### src/rtl/arb_burst_mux_pkg.sv
// Shared arbiter-path definitions: requester count, source index width, burst FSM states.
// Reused by the arbiter, the requester-side blocks and arb_burst_mux.
package arb_pkg;
    localparam int NREQ  = 4;
    localparam int SRC_W = 2;

    typedef enum logic {
        IDLE  = 1'b0,
        BURST = 1'b1
    } burst_state_t;
endpackage

### src/rtl/arb_burst_mux_if.sv
// Bus bundle between requesters/arbiter (master side) and arb_burst_mux (slave side).
// All handshakes are valid/ready: a beat transfers on a rising clk edge where both are high.
interface arb_burst_mux_if #(
    parameter int DW        = 32,
    parameter int MAX_BEATS = 16
);
    import arb_pkg::*;
    localparam int CNT_W = $clog2(MAX_BEATS + 1);

    logic [NREQ-1:0]    gnt_in;
    logic [NREQ-1:0]    req_valid;
    logic [NREQ*DW-1:0] req_data;
    logic [NREQ-1:0]    req_last;
    logic [NREQ-1:0]    req_ready;
    logic               out_valid;
    logic [DW-1:0]      out_data;
    logic               out_last;
    logic [SRC_W-1:0]   out_src;
    logic               out_ready;
    logic               burst_done;
    logic               busy;
    logic               err_timeout;
    burst_state_t       dbg_state;
    logic [CNT_W-1:0]   dbg_beat_cnt;

    modport master (
        output gnt_in, req_valid, req_data, req_last, out_ready,
        input  req_ready, out_valid, out_data, out_last, out_src,
               burst_done, busy, err_timeout, dbg_state, dbg_beat_cnt
    );

    modport slave (
        input  gnt_in, req_valid, req_data, req_last, out_ready,
        output req_ready, out_valid, out_data, out_last, out_src,
               burst_done, busy, err_timeout, dbg_state, dbg_beat_cnt
    );
endinterface

### src/rtl/arb_burst_mux_onehot.sv
// onehot_to_idx: index of the lowest set bit of a requester vector; 0 for an all-zero input.
module onehot_to_idx
    import arb_pkg::*;
(
    input  logic [NREQ-1:0]  onehot_i,
    output logic [SRC_W-1:0] idx_o
);
    // Scanning downward lets the lowest set bit overwrite any higher one.
    always_comb begin
        idx_o = '0;
        for (int i = NREQ - 1; i >= 0; i--) begin
            if (onehot_i[i]) idx_o = SRC_W'(i);
        end
    end
endmodule

### src/rtl/arb_burst_mux.sv
// Locks onto the granted requester for a whole burst and muxes its beats into one output register.
// Optional burst beat limit with sticky err_timeout when ARB_BURST_TIMEOUT_EN is defined.
module arb_burst_mux
    import arb_pkg::*;
#(
    parameter int DW        = 32,
    parameter int MAX_BEATS = 16
) (
    input  logic            clk,
    input  logic            rst,
    arb_burst_mux_if.slave  bus
);
    localparam int CNT_W = $clog2(MAX_BEATS + 1);

    burst_state_t     state_q, state_d;
    logic [SRC_W-1:0] src_q, src_d, gnt_idx;
    logic [CNT_W-1:0] beat_cnt_q, beat_cnt_d;
    logic [NREQ-1:0]  req_ready_d;
    logic             out_valid_q, out_last_q, burst_done_q;
    logic [DW-1:0]    out_data_q;
    logic [SRC_W-1:0] out_src_q;
    logic             slot_free, beat_hs, beat_last, limit_hit, end_burst;
    logic [DW-1:0]    sel_data;

    onehot_to_idx u_gnt_idx (
        .onehot_i (bus.gnt_in),
        .idx_o    (gnt_idx)
    );

    // Output slot can take a beat when empty or being drained in this same cycle.
    assign slot_free = !out_valid_q || bus.out_ready;
    assign sel_data  = bus.req_data[src_q*DW +: DW];
    assign beat_hs   = (state_q == BURST) && slot_free && bus.req_valid[src_q];
    assign beat_last = bus.req_last[src_q] || limit_hit;
    assign end_burst = beat_hs && beat_last;

`ifdef ARB_BURST_TIMEOUT_EN
    logic err_q;

    assign limit_hit = (beat_cnt_q == CNT_W'(MAX_BEATS - 1));

    always_ff @(posedge clk or posedge rst) begin
        if (rst) begin
            err_q <= 1'b0;
        end else if (beat_hs && limit_hit && !bus.req_last[src_q]) begin
            err_q <= 1'b1;
        end
    end

    assign bus.err_timeout = err_q;
`else
    assign limit_hit       = 1'b0;
    assign bus.err_timeout = 1'b0;
`endif

    always_comb begin
        state_d     = state_q;
        src_d       = src_q;
        beat_cnt_d  = beat_cnt_q;
        req_ready_d = '0;
        case (state_q)
            IDLE: begin
                if (bus.gnt_in != '0) begin
                    state_d    = BURST;
                    src_d      = gnt_idx;
                    beat_cnt_d = '0;
                end
            end
            BURST: begin
                req_ready_d[src_q] = slot_free;
                if (beat_hs) begin
                    beat_cnt_d = beat_cnt_q + CNT_W'(1);
                    if (beat_last) state_d = IDLE;
                end
            end
            default: state_d = IDLE;
        endcase
    end

    always_ff @(posedge clk or posedge rst) begin
        if (rst) begin
            state_q    <= IDLE;
            src_q      <= '0;
            beat_cnt_q <= '0;
        end else begin
            state_q    <= state_d;
            src_q      <= src_d;
            beat_cnt_q <= beat_cnt_d;
        end
    end

    always_ff @(posedge clk or posedge rst) begin
        if (rst) begin
            out_valid_q  <= 1'b0;
            out_data_q   <= '0;
            out_last_q   <= 1'b0;
            out_src_q    <= '0;
            burst_done_q <= 1'b0;
        end else begin
            burst_done_q <= end_burst;
            if (beat_hs) begin
                out_valid_q <= 1'b1;
                out_data_q  <= sel_data;
                out_last_q  <= beat_last;
                out_src_q   <= src_q;
            end else if (bus.out_ready) begin
                out_valid_q <= 1'b0;
            end
        end
    end

    assign bus.req_ready    = req_ready_d;
    assign bus.out_valid    = out_valid_q;
    assign bus.out_data     = out_data_q;
    assign bus.out_last     = out_last_q;
    assign bus.out_src      = out_src_q;
    assign bus.burst_done   = burst_done_q;
    assign bus.busy         = (state_q == BURST);
    assign bus.dbg_state    = state_q;
    assign bus.dbg_beat_cnt = beat_cnt_q;
endmodule

### src/flat_wrapper.sv
// flat-port wrapper written by rule: the top's interface ports become plain ports
module arb_burst_mux_flat import arb_pkg::*;
#(
    parameter int DW        = 32,
    parameter int MAX_BEATS = 16
)
  (clk, rst, bus_gnt_in, bus_req_valid, bus_req_data, bus_req_last, bus_out_ready, bus_req_ready, bus_out_valid, bus_out_data, bus_out_last, bus_out_src, bus_burst_done, bus_busy, bus_err_timeout, bus_dbg_state, bus_dbg_beat_cnt);
  arb_burst_mux_if #(.DW(DW), .MAX_BEATS(MAX_BEATS)) bus_i ();
  input  logic clk;
  input  logic rst;
  input wire logic [$bits(bus_i.gnt_in)-1:0] bus_gnt_in;
  input wire logic [$bits(bus_i.req_valid)-1:0] bus_req_valid;
  input wire logic [$bits(bus_i.req_data)-1:0] bus_req_data;
  input wire logic [$bits(bus_i.req_last)-1:0] bus_req_last;
  input wire logic [$bits(bus_i.out_ready)-1:0] bus_out_ready;
  output wire logic [$bits(bus_i.req_ready)-1:0] bus_req_ready;
  output wire logic [$bits(bus_i.out_valid)-1:0] bus_out_valid;
  output wire logic [$bits(bus_i.out_data)-1:0] bus_out_data;
  output wire logic [$bits(bus_i.out_last)-1:0] bus_out_last;
  output wire logic [$bits(bus_i.out_src)-1:0] bus_out_src;
  output wire logic [$bits(bus_i.burst_done)-1:0] bus_burst_done;
  output wire logic [$bits(bus_i.busy)-1:0] bus_busy;
  output wire logic [$bits(bus_i.err_timeout)-1:0] bus_err_timeout;
  output wire logic [$bits(bus_i.dbg_state)-1:0] bus_dbg_state;
  output wire logic [$bits(bus_i.dbg_beat_cnt)-1:0] bus_dbg_beat_cnt;
  assign bus_i.gnt_in = bus_gnt_in;
  assign bus_i.req_valid = bus_req_valid;
  assign bus_i.req_data = bus_req_data;
  assign bus_i.req_last = bus_req_last;
  assign bus_i.out_ready = bus_out_ready;
  assign bus_req_ready = bus_i.req_ready;
  assign bus_out_valid = bus_i.out_valid;
  assign bus_out_data = bus_i.out_data;
  assign bus_out_last = bus_i.out_last;
  assign bus_out_src = bus_i.out_src;
  assign bus_burst_done = bus_i.burst_done;
  assign bus_busy = bus_i.busy;
  assign bus_err_timeout = bus_i.err_timeout;
  assign bus_dbg_state = bus_i.dbg_state;
  assign bus_dbg_beat_cnt = bus_i.dbg_beat_cnt;
  arb_burst_mux #(.DW(DW), .MAX_BEATS(MAX_BEATS)) u_core (.clk(clk), .rst(rst), .bus(bus_i));
endmodule
### config.mk
export PLATFORM = sky130hd
export DESIGN_NAME = arb_burst_mux_flat
export DESIGN_NICKNAME = d
export VERILOG_FILES = /design/src/rtl/arb_burst_mux_pkg.sv /design/src/rtl/arb_burst_mux_if.sv /design/src/rtl/arb_burst_mux_onehot.sv /design/src/rtl/arb_burst_mux.sv /design/src/flat_wrapper.sv
export SDC_FILE = /design/constraint.sdc
export NUM_CORES = 1
export LEC_CHECK = 0
export CORE_MARGIN = 5
export CORE_UTILIZATION = 33
export CTS_BUF_LIST = sky130_fd_sc_hd__clkbuf_2 sky130_fd_sc_hd__clkbuf_4 sky130_fd_sc_hd__clkbuf_8
export DETAILED_ROUTE_END_ITERATION = 16
export PLACE_DENSITY = 0.79
export SLEW_MARGIN = 20
export SYNTH_ARGS = -nofsm -noshare
export SYNTH_HDL_FRONTEND = slang
export SYNTH_HIERARCHICAL = 1
export SYNTH_SLANG_ARGS = --single-unit
export TNS_END_PERCENT = 5
### constraint.sdc
create_clock -name clk -period 1.6 [get_ports clk]
set_input_delay 0.24 -clock clk [delete_from_list [all_inputs] [get_ports clk]]
set_output_delay 0.24 -clock clk [all_outputs]
set_load 0.05 [all_outputs]
==> metrics.md <==
| Metric | Value |
|---|---|
| Top_reg_cell synth | dfrtp_1 |
| Die area | 10300 um^2 |
| Initial Utilization | 33.8% |
| Maximum fanout along the worst path | 3 |
| Most utilized layer in the global route result | met2 |
| Layout Nets | 535 |
| Violated checks | setup timing |
| Most frequent cell after synthesis | dfrtp_1 |
| Vias per inst | 4.99 |
| CTS tree | done |
| Delay-heaviest family, CP | buffers and inverters |
| Final wirelength | 9600 um |
| Final instance area | 5220 um^2 |
| IO Count | 192 |
| Synth warn | 6 |
| PortBufs | 190 |
| GRT Total Usage | 18.2% |
| Final core occ | 63.9% |
| Rows | 33 |
| Chip width | 102 um |
| Yosys cell types | 32 |
| Fill count | 624 |
| DRC viols | 0 |
| Total power | 10.1 mW |
| Cell repeated most along the worst path | buf_6 |
| H-tree Lvls | 2 |
| Crit share post-route | 110% |
| Max Clock Skew | 0.00643 ns |
| M1 GR Usage | 18.7% |
| Detailed Routing Iterations Pass 1 | 4 |
| Crit-path slowest cell | dfrtp_2 |
| Vias in the first global route | 2849 |
| Min-Delay Path Class | input pin to async pin |
| Syn-to-layout area delta | 88.8% |
| Largest net degree at the start of global routing | 46 |
| Max rail drop VDD | 0.000861 V |
| Max-cap violations | 0 |
| Max-slew violations | 0 |
| Asr flop ratio synth | 100% |
| Max frequency | 0.569 GHz |
| Routed len/inst | 19.3 um |
| Gpl congestion | 0.766 |
| WP buf/inv | 5 |
| Post-synthesis sequential area ratio | 40.7% |
| Synth Area per Inst | 15.7 um^2 |
| TritonCTS Buffers | 5 |
| Crit-path max cell delay | 0.41 ns |
| WP data required | 1.36 ns |
| DRT antenna net count | 0 |
| Met3 usage | 5.44% |
| Vias | 2477 |
| Post-synth EDFFs | 0 |
| Met2 usage | 35.8% |
| Antenna violations before repair | 0 |
| Die Y | 102 um |
| Cell total after placement | 479 |
| Cell Pwr Density | 1940 nW/um^2 |
| Status | complete, but fails checks |
| CP arrival | 1.52 ns |
| Critical path type | register to output pin |
| HPWL Detailed | 7480 um |
| Worst skew pair latency | 0.29 ns |
| Sequence of cells on the critical path | buf_6 -> buf_6 -> buf_6 -> clkinvlp_4 -> nor3_4 -> buf_12 |
| Post-synth top area share | 40.7% |
| Overflow after GRT | 0 |
| Worst setup SP type | register |
| Clock root cell | clkbuf_8 |
| Net Count, Synth | 320 |
| Final WS setup | -0.157 ns |
| Max clock buf depth | 2 |
| Initial drt markers | 56 |
| Post-synthesis cell area | 2770 um^2 |
| Syn Inst Count | 176 |
| Worst setup EP type | output pin |
| Area leader, netlist | dfrtp_1 |
| Hold Vio Cnt, Final | 0 |
| Final min period | 1.76 ns |
| Leak Pwr | 2.21 nW |
| Total clock sinks | 45 |
| Post-cts hold buffer count | 0 |
| Synth top area cells | dfrtp_1, mux4_2, mux2_4 |
| Synth Register Bits | 45 |
| Post-synth top cells | dfrtp_1, mux4_2, mux2_4 |
| Post-Layout Cell Count | 496 |
| Core Box Area | 8180 um^2 |
| Placed cell areas | 4880 um^2 |
| ANT cells | 0 |
| Layout cells sized above 1 | 43.5% |
| First-pass GRT wire length | 14300 um |
| Clock-pin transition on the worst setup and hold timing paths | 0.09 ns |
| # setup viols final | 43 |
| RSZ-0062 raised after global routing | yes |
-- tightest hold or removal path: stages --
cell and delay (ns):
clkdlybuf4s50_1 0.41, inv_2 0.07, buf_12 0.24
-- logic make-up (layout without fill, tap and decap cells) --
logic type      Yosys count  after routing  synth area share (%)
compound gates           11             11                  2.62
xor+xnor                  2              2                 0.633
fa+ha+maj                 1              1                 0.452
buf+inv                  20            235                  5.70
flops                    45             45                  40.7
mux                      67             67                  44.3
other cells               1              1                 0.136
simple gates             29             29                  5.43
-- what timing repair did --
| item | in CTS | in global routing |
|---|---|---|
| resized for setup | 18 | 12 |
| setup buffers | 4 | 3 |
| endpoints found under the setup margin | 43 | 44 |
| cloned | 2 | 1 |
| pin swaps | 5 | 1 |
-- final cells by class --
type	count	area (um^2)	share of cell area [%]
timing repair buffer	223	2260	43.3
sequential	45	1130	21.6
multi-input combinational	111	1590	30.5
tap	105	131	2.51
inverter	5	22.5	0.431
clock buffer	7	90.1	1.72
-- per-stage QoR --
stage	worst slack [ns]	hold slack [ns]	setup TNS, ns
floorplan	-0.0713	0.391	-1.43
global placement	-0.332	0.462	-12.30
detailed placement	-0.378	0.467	-13.99
CTS	-0.175	0.313	-5.15
global route	-0.215	0.316	-6.80
finish	-0.157	0.299	-4.88
-- registers in the layout, summed over array words and instances, names as in the netlist --
signal	flops
u_core/bus.out_data	32
u_core/bus.dbg_beat_cnt	5
u_core/bus.out_src	2
u_core/src_q	2
u_core/bus.burst_done	1
u_core/bus.busy	1
u_core/bus.out_last	1
u_core/bus.out_valid	1
-- routing by layer --
metal | share of wire (%) | vias to the layer above
met3 | 8.6 | 11
li1 | - | 1108
met5 | 0 | -
met1 | 33 | 1246
met2 | 56 | 112
met4 | 1.5 | 0
-- report_power, final --
part	leakage (nW)	internal (mW)	switching (mW)
clock	0.0477	0.360	0.367
combinational	1.63	3.50	3.81
sequential	0.539	1.71	0.392
total	2.21	5.57	4.57
-- cell usage in the layout, fill, tap and decap left out, types with 3 or more instances in the layout --
master,Yosys,layout
buf_12,2,11
buf_4,5,60
buf_6,4,6
clkbuf_8,0,6
clkdlybuf4s50_1,0,142
dfrtp_1,45,43
inv_1,5,3
mux2_2,13,11
mux2_4,19,21
mux4_1,5,5
mux4_2,29,29
nand2_1,8,7
nand3_4,0,3
o21ai_0,6,3
-- worst paths after layout --
kind / startpoint / to / slack, ns / cells after the start
setup / recovery: u_core/src_q[0]$_DFFE_PP0P_ / bus_req_ready[1] / -0.16 / 6
hold / removal: rst / u_core/bus.out_data[9]$_DFFE_PP0P_ / 0.30 / 3
setup reg to reg: u_core/src_q[0]$_DFFE_PP0P_ / u_core/bus.out_data[30]$_DFFE_PP0P_ / -0.15 / 4
hold reg to reg: u_core/bus.out_last$_DFFE_PP0P_ / u_core/bus.out_last$_DFFE_PP0P_ / 0.48 / 1
max in group asynchronous: rst / u_core/src_q[0]$_DFFE_PP0P_ / 1.06 / 3
min in group clk: u_core/bus.out_last$_DFFE_PP0P_ / u_core/bus.out_last$_DFFE_PP0P_ / 0.48 / 1
No activity file was read; power rests on OpenSTA's default activity.
